===== src/rtl/match_qualifier.sv =====
// Debounces the comparator Q output: a match is qualified after STABLE_CYCLES
// consecutive enabled high samples, with a saturating match counter and sticky overflow.
// Optional QUALIFIER_SYNC_EN adds a two-flop synchronizer on q_in.
module match_qualifier #(
  parameter int STABLE_CYCLES = 3,
  parameter int CNT_W         = 8
) (
  input  logic             clk,
  input  logic             rst,
  input  logic             en,
  input  logic             q_in,
  input  logic             clr_cnt,
  output logic             match_pulse,
  output logic [CNT_W-1:0] match_cnt,
  output logic             cnt_ovf,
  output logic             busy
);

  localparam int SW = ($clog2(STABLE_CYCLES + 1) > 1) ? $clog2(STABLE_CYCLES + 1) : 1;

  typedef enum logic [1:0] {
    IDLE     = 2'd0,
    QUAL     = 2'd1,
    HIT      = 2'd2,
    WAIT_LOW = 2'd3
  } state_t;

  state_t           state_r;
  state_t           state_nxt_s;
  logic [SW-1:0]    stab_cnt_r;
  logic [SW-1:0]    stab_nxt_s;
  logic             q_smp_s;
  logic             inc_s;
  logic             pulse_nxt_s;
  logic             match_pulse_r;
  logic [CNT_W-1:0] match_cnt_r;
  logic             cnt_ovf_r;
  logic             busy_r;

`ifdef QUALIFIER_SYNC_EN
  logic q_meta_r;
  logic q_sync_r;

  // Two-flop synchronizer for an asynchronous comparator output
  always_ff @(posedge clk) begin
    if (rst) begin
      q_meta_r <= 1'b0;
      q_sync_r <= 1'b0;
    end else begin
      q_meta_r <= q_in;
      q_sync_r <= q_meta_r;
    end
  end

  assign q_smp_s = q_sync_r;
`else
  assign q_smp_s = q_in;
`endif

  // State and stability-count register
  always_ff @(posedge clk) begin
    if (rst) begin
      state_r    <= IDLE;
      stab_cnt_r <= {SW{1'b0}};
    end else begin
      state_r    <= state_nxt_s;
      stab_cnt_r <= stab_nxt_s;
    end
  end

  // Next-state logic; en low always returns to IDLE
  always_comb begin
    state_nxt_s = state_r;
    stab_nxt_s  = stab_cnt_r;
    if (!en) begin
      state_nxt_s = IDLE;
      stab_nxt_s  = {SW{1'b0}};
    end else begin
      case (state_r)
        IDLE: begin
          if (q_smp_s && (STABLE_CYCLES == 1)) begin
            state_nxt_s = HIT;
            stab_nxt_s  = {SW{1'b0}};
          end else if (q_smp_s) begin
            state_nxt_s = QUAL;
            stab_nxt_s  = SW'(1);
          end else begin
            state_nxt_s = IDLE;
            stab_nxt_s  = {SW{1'b0}};
          end
        end
        QUAL: begin
          if (!q_smp_s) begin
            state_nxt_s = IDLE;
            stab_nxt_s  = {SW{1'b0}};
          end else if (stab_cnt_r == SW'(STABLE_CYCLES - 1)) begin
            state_nxt_s = HIT;
            stab_nxt_s  = {SW{1'b0}};
          end else begin
            state_nxt_s = QUAL;
            stab_nxt_s  = stab_cnt_r + SW'(1);
          end
        end
        HIT: begin
          stab_nxt_s = {SW{1'b0}};
          if (q_smp_s) begin
            state_nxt_s = WAIT_LOW;
          end else begin
            state_nxt_s = IDLE;
          end
        end
        WAIT_LOW: begin
          stab_nxt_s = {SW{1'b0}};
          if (q_smp_s) begin
            state_nxt_s = WAIT_LOW;
          end else begin
            state_nxt_s = IDLE;
          end
        end
        default: begin
          state_nxt_s = IDLE;
          stab_nxt_s  = {SW{1'b0}};
        end
      endcase
    end
  end

  // Output decode: HIT is entered only from IDLE/QUAL, so entry equals next-state HIT
  always_comb begin
    if (state_nxt_s == HIT) begin
      inc_s       = 1'b1;
      pulse_nxt_s = 1'b1;
    end else begin
      inc_s       = 1'b0;
      pulse_nxt_s = 1'b0;
    end
  end

  // Registered pulse and busy, aligned with the state register
  always_ff @(posedge clk) begin
    if (rst) begin
      match_pulse_r <= 1'b0;
      busy_r        <= 1'b0;
    end else begin
      match_pulse_r <= pulse_nxt_s;
      busy_r        <= (state_nxt_s != IDLE);
    end
  end

  // Saturating match counter; clear wins but still counts a coincident hit
  always_ff @(posedge clk) begin
    if (rst) begin
      match_cnt_r <= {CNT_W{1'b0}};
      cnt_ovf_r   <= 1'b0;
    end else if (clr_cnt) begin
      match_cnt_r <= inc_s ? CNT_W'(1) : {CNT_W{1'b0}};
      cnt_ovf_r   <= 1'b0;
    end else if (inc_s) begin
      if (&match_cnt_r) begin
        match_cnt_r <= match_cnt_r;
        cnt_ovf_r   <= 1'b1;
      end else begin
        match_cnt_r <= match_cnt_r + CNT_W'(1);
        cnt_ovf_r   <= cnt_ovf_r;
      end
    end else begin
      match_cnt_r <= match_cnt_r;
      cnt_ovf_r   <= cnt_ovf_r;
    end
  end

  assign match_pulse = match_pulse_r;
  assign match_cnt   = match_cnt_r;
  assign cnt_ovf     = cnt_ovf_r;
  assign busy        = busy_r;

endmodule

===== config.mk =====
export PLATFORM = sky130hd
export DESIGN_NAME = match_qualifier
export DESIGN_NICKNAME = d
export VERILOG_FILES = /design/src/rtl/match_qualifier.sv
export SDC_FILE = /design/constraint.sdc
export NUM_CORES = 1
export LEC_CHECK = 0
export BUFFER_PORTS_ARGS = -buffer_cell sky130_fd_sc_hd__buf_4
export CORE_MARGIN = 2
export CORE_UTILIZATION = 45
export CTS_BUF_LIST = sky130_fd_sc_hd__clkbuf_4
export CTS_CLUSTER_DIAMETER = 50
export DETAILED_ROUTE_END_ITERATION = 10
export PLACE_DENSITY_LB_ADDON = 0.12
export SYNTH_ARGS = -nofsm -noshare
export SYNTH_HDL_FRONTEND = slang
export SYNTH_SLANG_ARGS = --single-unit
export TNS_END_PERCENT = 5

===== constraint.sdc =====
create_clock -name clk -period 1.3 [get_ports clk]
set_input_delay 0.13 -clock clk [delete_from_list [all_inputs] [get_ports clk]]
set_output_delay 0.13 -clock clk [all_outputs]
set_load 0.05 [all_outputs]

==> results_dict.tcl <==
set metrics [dict create \
    hold_buffers 0 \
    pwr-share-comb_pct 6.3 \
    grt_overflow 0 \
    yosysTopAreaCell "dfxtp_1" \
    clk_path_buf_depth 2 \
    p_switching_mw 0.195 \
    crit_arrival_ns 1.66 \
    pre_cts_ws_ns -0.140 \
    synth_common_cells "dfxtp_1, nor2_1, nand2_1, o21ai_0, nand3_1" \
    drt-initial-drc-count 9 \
    hold_path_class "in2reg" \
    cellLeakagePower_nw 0.471 \
    rsz0062_at_grt "yes" \
    yosysMostFrequentCell "dfxtp_1" \
    crit_chain "nand4bb_4 > or2_4 > or4_1 > a21oi_1" \
    endpoint_kind "flip-flop" \
    cts_made_buffers 3 \
    diodes 0 \
    status "finished with violations" \
    die-area_um2 1850 \
    seq_area_frac_synth_pct 44.0 \
    hold_viol 0 \
    final_cell_count_no_fill 129 \
    ys_async_sr_fraction_pct 0 \
    avgSynthCellArea_um2 9.11 \
    die_h_um 43.0 \
    io_buffer_count 15 \
    vdd_drop_max_uv 519 \
    crit_path_max_fanout 2 \
    grt_max_degree 10 \
    min_period_over_period_pct 110 \
    grt_antenna_before_repair 0 \
    reg2reg_slack_ns -0.13 \
    wl_met2_um 764 \
    area_delta_synth_final_pct 55.5 \
    rr_worst_depth 4 \
    num_vias 702 \
    max_slew_margin_pct 78.2 \
    routed_wl_um 1720 \
    switching_share_pct 24.9 \
    timing.rr.start "stab_cnt_r[0]$_SDFF_PP0_" \
    synth-edff-count 0 \
    crit_required_ns 1.53 \
    synth_seq_cells 15 \
    num_rows 14 \
    cts_tree "built" \
    ys_warn_count 0 \
    finClkSkew_ns 0.00932 \
    min_to "stab_cnt_r[0]$_SDFF_PP0_" \
    ys_top_cells_by_area "dfxtp_1, nand4bb_4, nor2_1, o21ai_0, nand2_1" \
    max_stage_delay_ns 0.46 \
    regToRegEndpoint "match_cnt[3]$_SDFFE_PP0P_" \
    cp_slowest_cell "or4_1" \
    drt_drc_violations_left 0 \
    violations "setup timing" \
    crit_family "simple AND/OR/NAND/NOR gates" \
    seqPwrFrac_pct 58.2 \
    postRouteAntennaNets 0 \
    drt-pass1-iter-count 4 \
    top_layer_used "met4" \
    max_freq_mhz 697 \
    dp.cells 123 \
    fp.dieW_um 43.0 \
    tightest_slew_ns 0.327 \
    maxCapViolations 0 \
    coreArea_um2 1470 \
    grt_pass1_vias 683 \
    cts_root_buffer "clkbuf_4" \
    startpoint_type "flip-flop" \
    fillers 109 \
    setup_ws_ns -0.135 \
    p_int_mw 0.589 \
    grt_pass1_wl_um 2860 \
    setup-violations-final 7 \
    finalMaxSlewViolations 0 \
    hp-start "rst" \
    wl_met1_um 835 \
    ios 16 \
    post-dp-hpwl_um 1260 \
    drive_gt1_share_pct 51.3 \
    routed-wl-met3_um 87 \
    syn_area_um2 683 \
    routed_via_density 5.44 \
    clk_pin_slew_ns 0.10 \
    start_util_pct 46.4 \
    p_per_area_nw_per_um2 739 \
    finalCriticalPeriod_ns 1.43 \
    clkSinkCount 15 \
    synth_cell_types 31 \
    finalNetCount 120 \
    globalRouteTotalUtil_pct 20.5 \
    critPathKind "reg2reg" \
    synth_flop_cell "dfxtp_1" \
    final_core_util_pct 72.2 \
    synth_top_cell_area_share_pct 44.0 \
    htree_levels 1 \
    place_congestion 0.759 \
    synth_cells 75 \
    critPathBufInv 0 \
    wl_per_cell_um 13.3 \
    clockPowerShare_pct 35.5 \
    min_path_cells 2 \
    syn-num-nets 81 \
    clock_latency_ns 0.29 \
]
layout make-up:
class / instances / area (um^2) / share of cell area [%]
Clock buffer: 3 / 22.5 / 2.12
Timing Repair Buffer: 34 / 255 / 24.0
Tap cell: 16 / 20.0 / 1.88
Inverter: 3 / 11.3 / 1.06
Multi-Input combinational cell: 57 / 425 / 40.0
Sequential cell: 15 / 323 / 30.4
Clock inverter: 1 / 5.00 / 0.471
per-layer routing:
metal / track usage [%] / vias to the layer above
met1: 26.6 / 315
met2: 33.9 / 22
met4: 7.27 / 0
li1: - / 360
met3: 3.83 / 5
met5: 0 / -
placed cells by master (no fill, tap or decap):
master	n
nand3_1	4
dfxtp_2	6
dfxtp_4	4
nand4_1	2
nor3_2	1
and3_1	3
o31ai_1	1
inv_1	3
and4b_1	1
buf_4	34
nand4b_1	1
a21oi_1	3
nand4bb_4	1
a31oi_1	2
nor3_1	2
and4_1	1
o21ai_1	1
nor4b_1	2
a21o_1	2
mux2i_1	1
clkinv_2	1
nand2_4	1
o211ai_1	1
ha_4	1
and2_2	1
or3_1	1
or2_2	1
o211a_1	1
clkbuf_4	3
nand2_1	6
nor4_4	1
o21ai_0	4
or2_4	2
a2111oi_4	1
or4_1	1
dfxtp_1	5
nor2_1	7
worst reg2reg max path: cells and delay by family (launching register included):
| kind | cells | cell delay, ns |
|---|---|---|
| compound gates | 1 | 0.12 |
| simple gates | 3 | 0.91 |
| flops | 1 | 0.34 |
cell families (layout without fill, tap and decap cells):
group | after synthesis | in the layout | synth area share, %
buf+inv | 3 | 41 | 1.65
flops | 15 | 15 | 44.0
mux | 1 | 1 | 1.47
fa+ha+maj | 1 | 1 | 1.83
simple gates | 39 | 39 | 36.3
compound gates | 16 | 16 | 14.8
registers in the layout, summed over array words and instances, names as in the netlist:
| register | flops |
|---|---|
| busy | 1 |
| cnt_ovf | 1 |
| match_cnt | 8 |
| match_pulse | 1 |
| stab_cnt_r | 2 |
| state_r | 2 |
worst max-delay path by stage:
| stage | startpoint | endpoint | depth (start not counted) |
|---|---|---|---|
| floorplan | state_r[1]$_SDFF_PP0_ | match_cnt[3]$_SDFFE_PP0P_ | 4 |
| global placement | state_r[1]$_SDFF_PP0_ | match_cnt[3]$_SDFFE_PP0P_ | 4 |
| detailed placement | state_r[1]$_SDFF_PP0_ | match_cnt[3]$_SDFFE_PP0P_ | 4 |
| CTS | state_r[1]$_SDFF_PP0_ | match_cnt[3]$_SDFFE_PP0P_ | 4 |
| global route | stab_cnt_r[0]$_SDFF_PP0_ | match_cnt[3]$_SDFFE_PP0P_ | 4 |
| finish | stab_cnt_r[0]$_SDFF_PP0_ | match_cnt[3]$_SDFFE_PP0P_ | 4 |
timing repair:
action | CTS | global route
gates cloned | 0 | 0
resized for setup | 4 | 3
endpoints found under the setup margin | 6 | 8
pin swaps | 3 | 5
buffers inserted | 0 | 2
power groups by stage:
stage,combinational [mW],sequential [mW],clock [mW]
after floorplan,0.0153,0.472,0
after global placement,0.0463,0.467,0
after detailed placement,0.0469,0.468,0
after CTS,0.0487,0.457,0.276
after global routing,0.0540,0.457,0.288
final,0.0492,0.457,0.278
through the flow:
step	hold slack (ns)	area, um^2	power [mW]	setup TNS (ns)
after floorplan	0.202	723	0.488	-0.512
after global placement	0.368	983	0.514	-0.287
after detailed placement	0.378	983	0.514	-0.462
after CTS	0.0767	1040	0.781	-0.478
after global routing	0.0715	1060	0.799	-0.928
final	0.0703	1060	0.785	-0.375
No activity file was read; power rests on OpenSTA's default activity.
